**config.mk**
```make
export PLATFORM = sky130hd
export DESIGN_NAME = dct_row_sched_flat
export DESIGN_NICKNAME = d
export VERILOG_FILES = /design/src/rtl/dct_row_sched_if.sv /design/src/rtl/dct_row_sched.sv /design/src/flat_wrapper.sv
export SDC_FILE = /design/constraint.sdc
export NUM_CORES = 1
export LEC_CHECK = 0
export CAP_MARGIN = 20
export CORE_UTILIZATION = 40
export DETAILED_ROUTE_END_ITERATION = 6
export PLACE_DENSITY = 0.62
export SLEW_MARGIN = 20
export SYNTH_ARGS = -nofsm -noshare
export SYNTH_HDL_FRONTEND = slang
export SYNTH_SLANG_ARGS = --single-unit
```
**constraint.sdc**
```tcl
create_clock -name clk -period 19.2 [get_ports clk]
set_input_delay 1.92 -clock clk [delete_from_list [all_inputs] [get_ports clk]]
set_output_delay 1.92 -clock clk [all_outputs]
set_load 0.05 [all_outputs]
```
**src/rtl/dct_row_sched_if.sv**
```systemverilog
// Handshake and datapath bundle between the row-DCT sequencer, its upstream source,
// the external row-DCT datapath and the downstream column stage.
interface dct_row_sched_if #(
    parameter int ROWS = 8,
    parameter int CW   = 9
);
    logic                 in_valid;
    logic                 in_ready;
    logic [ROWS*8-1:0]    in_row;
    logic [ROWS*8-1:0]    dct_in;
    logic [ROWS*CW-1:0]   dct_out;
    logic                 out_valid;
    logic                 out_ready;
    logic [ROWS*CW-1:0]   out_col;
    logic                 out_last;

    modport master (
        output in_valid, in_row, dct_out, out_ready,
        input  in_ready, dct_in, out_valid, out_col, out_last
    );

    modport slave (
        input  in_valid, in_row, dct_out, out_ready,
        output in_ready, dct_in, out_valid, out_col, out_last
    );
endinterface

```
**src/rtl/dct_row_sched.sv**
```systemverilog
// Row-DCT sequencer: captures eight row-DCT results into a transpose buffer, then
// streams the block out column by column.
module dct_row_sched #(
    parameter int ROWS  = 8,
    parameter int CW    = 9,
    parameter int CNT_W = 16
) (
    input  logic             clk,
    input  logic             rst,
    dct_row_sched_if.slave   bus,
    output logic             busy,
    output logic [CNT_W-1:0] blocks_done
);
    localparam int IDX_W = $clog2(ROWS);
    localparam logic [IDX_W-1:0] LAST_IDX = IDX_W'(ROWS - 1);

    typedef enum logic [0:0] {StLoad, StDrain} state_t;

    state_t           state_q, state_d;
    logic [IDX_W-1:0] row_cnt_q, row_cnt_d;
    logic [IDX_W-1:0] col_cnt_q, col_cnt_d;
    logic [CNT_W-1:0] blocks_done_q, blocks_done_d;
    logic [CW-1:0]    buf_q [ROWS][ROWS];
    logic             load_fire;

    // The row DCT is purely combinational, so its result is valid in the accept cycle.
    assign bus.dct_in  = bus.in_row;
    assign load_fire   = bus.in_valid && (state_q == StLoad);
    assign busy        = (state_q == StDrain) || (row_cnt_q != '0);
    assign blocks_done = blocks_done_q;
    assign bus.out_last = (state_q == StDrain) && (col_cnt_q == LAST_IDX);

    always_comb begin
        state_d       = state_q;
        row_cnt_d     = row_cnt_q;
        col_cnt_d     = col_cnt_q;
        blocks_done_d = blocks_done_q;
        bus.in_ready  = 1'b0;
        bus.out_valid = 1'b0;
        unique case (state_q)
            StLoad: begin
                bus.in_ready = 1'b1;
                if (bus.in_valid) begin
                    row_cnt_d = row_cnt_q + 1'b1;
                    if (row_cnt_q == LAST_IDX) begin
                        row_cnt_d = '0;
                        state_d   = StDrain;
                    end
                end
            end
            StDrain: begin
                bus.out_valid = 1'b1;
                if (bus.out_ready) begin
                    col_cnt_d = col_cnt_q + 1'b1;
                    if (col_cnt_q == LAST_IDX) begin
                        col_cnt_d     = '0;
                        blocks_done_d = blocks_done_q + 1'b1;
                        state_d       = StLoad;
                    end
                end
            end
            default: state_d = StLoad;
        endcase
    end

    always_ff @(posedge clk) begin
        if (rst) begin
            state_q       <= StLoad;
            row_cnt_q     <= '0;
            col_cnt_q     <= '0;
            blocks_done_q <= '0;
        end else begin
            state_q       <= state_d;
            row_cnt_q     <= row_cnt_d;
            col_cnt_q     <= col_cnt_d;
            blocks_done_q <= blocks_done_d;
        end
    end

    // Buffer has no reset: every entry is rewritten during LOAD before DRAIN reads it.
    always_ff @(posedge clk) begin
        if (load_fire && !rst) begin
            for (int k = 0; k < ROWS; k++) begin
                buf_q[row_cnt_q][k] <= bus.dct_out[(ROWS-k)*CW-1 -: CW];
            end
        end
    end

    always_comb begin
        bus.out_col = '0;
        for (int r = 0; r < ROWS; r++) begin
            bus.out_col[(ROWS-r)*CW-1 -: CW] = buf_q[r][col_cnt_q];
        end
    end
endmodule

```
**src/flat_wrapper.sv**
```systemverilog
// flat-port wrapper written by rule: the top's interface ports become plain ports
module dct_row_sched_flat 
#(
    parameter int ROWS  = 8,
    parameter int CW    = 9,
    parameter int CNT_W = 16
)
  (clk, rst, busy, blocks_done, bus_in_valid, bus_in_row, bus_dct_out, bus_out_ready, bus_in_ready, bus_dct_in, bus_out_valid, bus_out_col, bus_out_last);
  dct_row_sched_if #(.ROWS(ROWS), .CW(CW)) bus_i ();
  input  logic clk;
  input  logic rst;
  output logic busy;
  output logic [CNT_W-1:0] blocks_done;
  input wire logic [$bits(bus_i.in_valid)-1:0] bus_in_valid;
  input wire logic [$bits(bus_i.in_row)-1:0] bus_in_row;
  input wire logic [$bits(bus_i.dct_out)-1:0] bus_dct_out;
  input wire logic [$bits(bus_i.out_ready)-1:0] bus_out_ready;
  output wire logic [$bits(bus_i.in_ready)-1:0] bus_in_ready;
  output wire logic [$bits(bus_i.dct_in)-1:0] bus_dct_in;
  output wire logic [$bits(bus_i.out_valid)-1:0] bus_out_valid;
  output wire logic [$bits(bus_i.out_col)-1:0] bus_out_col;
  output wire logic [$bits(bus_i.out_last)-1:0] bus_out_last;
  assign bus_i.in_valid = bus_in_valid;
  assign bus_i.in_row = bus_in_row;
  assign bus_i.dct_out = bus_dct_out;
  assign bus_i.out_ready = bus_out_ready;
  assign bus_in_ready = bus_i.in_ready;
  assign bus_dct_in = bus_i.dct_in;
  assign bus_out_valid = bus_i.out_valid;
  assign bus_out_col = bus_i.out_col;
  assign bus_out_last = bus_i.out_last;
  dct_row_sched #(.ROWS(ROWS), .CW(CW), .CNT_W(CNT_W)) u_core (.clk(clk), .rst(rst), .bus(bus_i), .busy(busy), .blocks_done(blocks_done));
endmodule
```
### Word level (Yosys, flattened, before mapping)

Memories as Yosys holds them, arrays and structs flattened.
Index checks and enable logic that the tools add are counted.

* bits in read-only memories: 0
* register bits: 23
* input port bits: 140
* output and inout bits: 156
* bits in latches: 0
* memory bits (writable): 576
* logic and storage cells: 57
* memories kept: 1

* multiplexer cells: 35
* $lt $le $gt $ge: 1
* reductions and logical operators: 9
* bitwise gates (word level): 2
* shift operators: 0
* multipliers: 0
* divide/modulo/power cells: 0
* add/subtract/negate cells: 3
* equality and inequality tests: 2

Memory list
* u_core.buf_q: depth 8, width 72, read ports 8, clocked after Yosys merged registers in 0, write ports 1, line dct_row_sched.sv:23 `logic [CW-1:0] buf_q [ROWS][ROWS];`

Operators with widths (number)
* $bmux W9 S3: 8
* $mux W9: 16
* $add A16 B1 Y16 const B: 1
* $mux W1: 8
* $add A3 B1 Y3 const B: 2
* $eq A3 B3 Y1 const B: 2
* $mux W3: 2
* $ge A4 B4 Y1 const B: 1
* $not A3 Y4: 1
* $reduce_and A2 Y1: 2
* $logic_and A1 B1 Y1: 3
* $reduce_and A3 Y1: 1
* $reduce_bool A3 Y1: 1
* $pmux W1 S2: 1
* $logic_not A1 Y1: 1
* $logic_or A1 B1 Y1: 1
* $not A1 Y1: 1

### Logic depth before layout (Yosys ltp)

* depth in word-level cells: 5
* mapped depth: 7
* gate-level depth less buffers: 6

### Worst setup path after synthesis

No wires, ideal clock.

* kind: input port to flip-flop
* from: in rst
* to: mem u_core.buf_q[1][0] (netlist name) (enable)
* path slack: 11411 ps
* buffers on the path: 1
* stages: 4
* setup time: 591 ps
* data arrival time: 7198 ps
* data required time: 18609 ps
* cell sequence: clkbuf_1 > nor2_1 > nand2_1 > nor3_1

* longest elaborated chain between the ends: 4

Ends and longest elaborated chain
* start, declared: line flat_wrapper.sv:11 `input logic rst;`
* $logic_not A1 Y1: line dct_row_sched.sv:82 `if (load_fire && !rst) begin`
* $logic_and A1 B1 Y1: line dct_row_sched.sv:82
* $mux W1: line dct_row_sched.sv:82
* $mux W1 (implied by the code): line dct_row_sched.sv:84 `buf_q[row_cnt_q][k] <= bus.dct_out[(ROWS-k)*CW-1 -: CW];`
* end, declared: line dct_row_sched.sv:23

No other way between the ends.

### Worst setup path after layout

* from: reg u_core.col_cnt_q[0]
* to: out bus_out_col[36]

* longest elaborated chain between the ends: 4

Ends and longest elaborated chain
* start, declared: line dct_row_sched.sv:21 `logic [IDX_W-1:0] col_cnt_q, col_cnt_d;`
* start signal, assigned: line dct_row_sched.sv:75 `col_cnt_q <= col_cnt_d;`
* $not A3 Y4 (implied by the code): line dct_row_sched.sv:92 `bus.out_col[(ROWS-r)*CW-1 -: CW] = buf_q[r][col_cnt_q];`
* $bmux W9 S3: line dct_row_sched.sv:92
* $mux W9 (implied by the code) (2 in a row): line dct_row_sched.sv:92
* end, declared: line flat_wrapper.sv:21 `output wire logic [$bits(bus_i.out_col)-1:0] bus_out_col;`

No other way between the ends. The select of a mux whose other input is x is not followed.

==> out/results.ini <==
[global_routing]
grt_overflow = 0
grt_pass1_vias = 10800
grtUsageTotal_pct = 16.4
grt_pass1_wl_um = 71300
grt_antenna_before_repair = 3
grt_max_degree = 73

[yosys]
synthMuxAreaShare_pct = 17.6
synth-compound-area-share_pct = 0.340
ys_types = 39
synth-seq-cells = 599
async_flop_share_pct = 0
syn_inst = 1033
post_synth.cell_area_avg_um2 = 22.4
synth_xor_area_share_pct = 0.378
synth-simple-area-share_pct = 1.63
synth_nets = 1179
synth_top_family_by_area = multiplexers
ys.flop_type = edfxtp_1
seq_area_frac_synth_pct = 76.7
yosysWarnings = 0
synth_edf_count = 576
synth_fa_ha_area_share_pct = 0.324
synthesis.area_um2 = 23200

[sta]
hold_violations = 0
setup_tns_ns = 0
whs_ns = 0.491
tightest_slew_ns = 1.09
setup_violations = 0
fin_worst_skew_ns = 0.0190
finalWorstPathRequiredPeriod_ns = 6.37
fin_crit_sh_pct = 33.2
fmax_mhz = 157
rsz0062_at_grt = no
slew_headroom_pct = 27.1
maxSlewViolCount = 0

[setup_path]
start_kind = flip-flop
crit_path_end_kind = primary output
crit_arrival_ns = 4.45
cp.required_ns = 17.28
critPathMaxFanout = 45
critPathKind = reg2out

[route]
ant_nets = 0
dr_wl_met3_um = 2520
drt-total-wl_um = 48300
m1WireLength_um = 21100
routedWlPerCell_um = 24.5
drt-pass1-iter-count = 4
drtIter0Drc = 709
vias = 10500
routed.top_layer = met5
drc = 0
vias_per_cell = 5.29
wl_met2_um = 23000

[clocking]
tritoncts = yes
h-tree-depth = 2
clock_latency_ns = 0.62
cts_root_buffer = clkbuf_16
clockBufferDepth = 3
postCtsSetupBuffers = 0
postCtsResizedCells = 0
numCtsBuffers = 61
cts.clk_slew.worst_paths_ns = 0.06
cts.sinks = 599
postCtsHoldBufs = 0

[floorplanning]
io_pins = 296
die_area_um2 = 58900
initial_core_util_pct = 40.8
die_w_um = 243
num_rows = 87
core_area_um2 = 56800
dieHeight_um = 243

[placement]
dp_hpwl_um = 28300
numPortBuffers = 167
placed_area_um2 = 25300
gp_congestion = 0.741

[job]
drv_cap = 0

[cells_and_area]
drive_gt1_share_pct = 26.8
final_nets = 1318
stdcell_area_um2 = 27200
num-fill-cells = 4683
areaGrowthSynthToFinish_pct = 17.5
antenna-diode-count = 0
seq_area_um2 = 17800
multi_input_comb_area_um2 = 4760

[pwr]
ir_drop_uv = 79.9
p_leak_nw = 8.25
p_per_area_nw_per_um2 = 96.3

[min_path]
min_path_type = reg2reg

[status]
status = finished, final reports clean

==> state kept, by name, summed over array words and instances, names as in the netlist <==
register	count
u_core.buf_q	576
u_core.blocks_done	16
u_core.col_cnt_q	3
u_core.row_cnt_q	3
u_core.state_q	1
==> kinds of logic after synthesis <==
| group | after synthesis |
|---|---|
| buf+inv | 115 |
| simple gates | 70 |
| xor+xnor | 10 |
| mux | 219 |
| flops | 599 |
| fa+ha+maj | 6 |
| compound gates | 14 |
==> worst max-delay path, cell delays in order, from the launching register on <==
cell             delay [ns]
dfxtp_4                0.58
buf_4                  0.78
buf_4                  0.73
mux4_2                 0.59
mux2_2                 0.28
clkdlybuf4s50_1        0.74
==> per-layer routing <==
metal,track usage [%],vias up
met5,0,-
met4,6.10,6
met2,25.6,295
met3,3.70,124
met1,22.4,5523
li1,-,4502
==> cell type report <==
type                       count  area share, %
sequential                   599           65.3
multi-input combinational    319           17.5
timing repair buffer         187           6.92
clock buffer                  85           6.09
tap                          756           3.47
clock inverter                25          0.703
inverter                       4         0.0552
==> synth_stat cells (all sizes together), types with 3 or more instances <==
cell type	number	area share, %
mux2	73	3.5
xor2	4	0.15
xnor2	6	0.23
and3	3	0.086
a21oi	10	0.22
or4b	3	0.13
nor3	7	0.15
clkbuf	20	0.32
mux4	144	14
nand3	7	0.21
edfxtp	576	75
ha	6	0.32
nor2	24	0.39
dfxtp	23	2.0
nand2	11	0.18
inv	4	0.065
buf	91	2.6
nand4	4	0.14
==> report_power, final <==
group / internal (mW) / switching [mW] / total, mW
Clock: 0.637 / 0.468 / 1.11
Combinational: 0.0227 / 0.0430 / 0.0656
Sequential: 1.45 / 0.00322 / 1.45
==> metrics by stage <==
step                power (mW)  std cells  util [%]  worst slack [ns]
finish                    2.62       1975      47.9             12.83
global route              2.71       1975      47.9             12.48
CTS                       2.65       1972      47.8             12.67
detailed placement        1.55       1862      44.5             13.34
global placement          1.54       1861      44.5             13.36
floorplan                 1.53       1033         -             11.41
==> layout by cell type, fill, tap and decap left out, types with 10 or more instances in the layout <==
| cell type | Yosys | layout |
|---|---|---|
| a21oi_1 | 10 | 10 |
| buf_4 | 65 | 15 |
| clkbuf_1 | 20 | 22 |
| clkbuf_16 | 0 | 63 |
| clkdlybuf4s50_1 | 0 | 167 |
| clkinv_1 | 0 | 14 |
| dfxtp_1 | 23 | 20 |
| edfxtp_1 | 576 | 576 |
| mux2_2 | 72 | 72 |
| mux4_2 | 144 | 144 |
| nand2_1 | 11 | 11 |
| nor2_1 | 24 | 18 |
==> final timing paths <==
kind | startpoint | end | slack (ns) | depth (start not counted)
hold reg to reg | u_core.blocks_done[14] | u_core.blocks_done[14] | 0.49 | 2
setup / recovery | u_core.col_cnt_q[0] | bus_out_col[36] | 12.83 | 5
setup reg to reg | u_core.col_cnt_q[1] | u_core.blocks_done[15] | 15.81 | 7
hold / removal | u_core.blocks_done[14] | u_core.blocks_done[14] | 0.49 | 2
No activity file was read; power rests on OpenSTA's default activity.
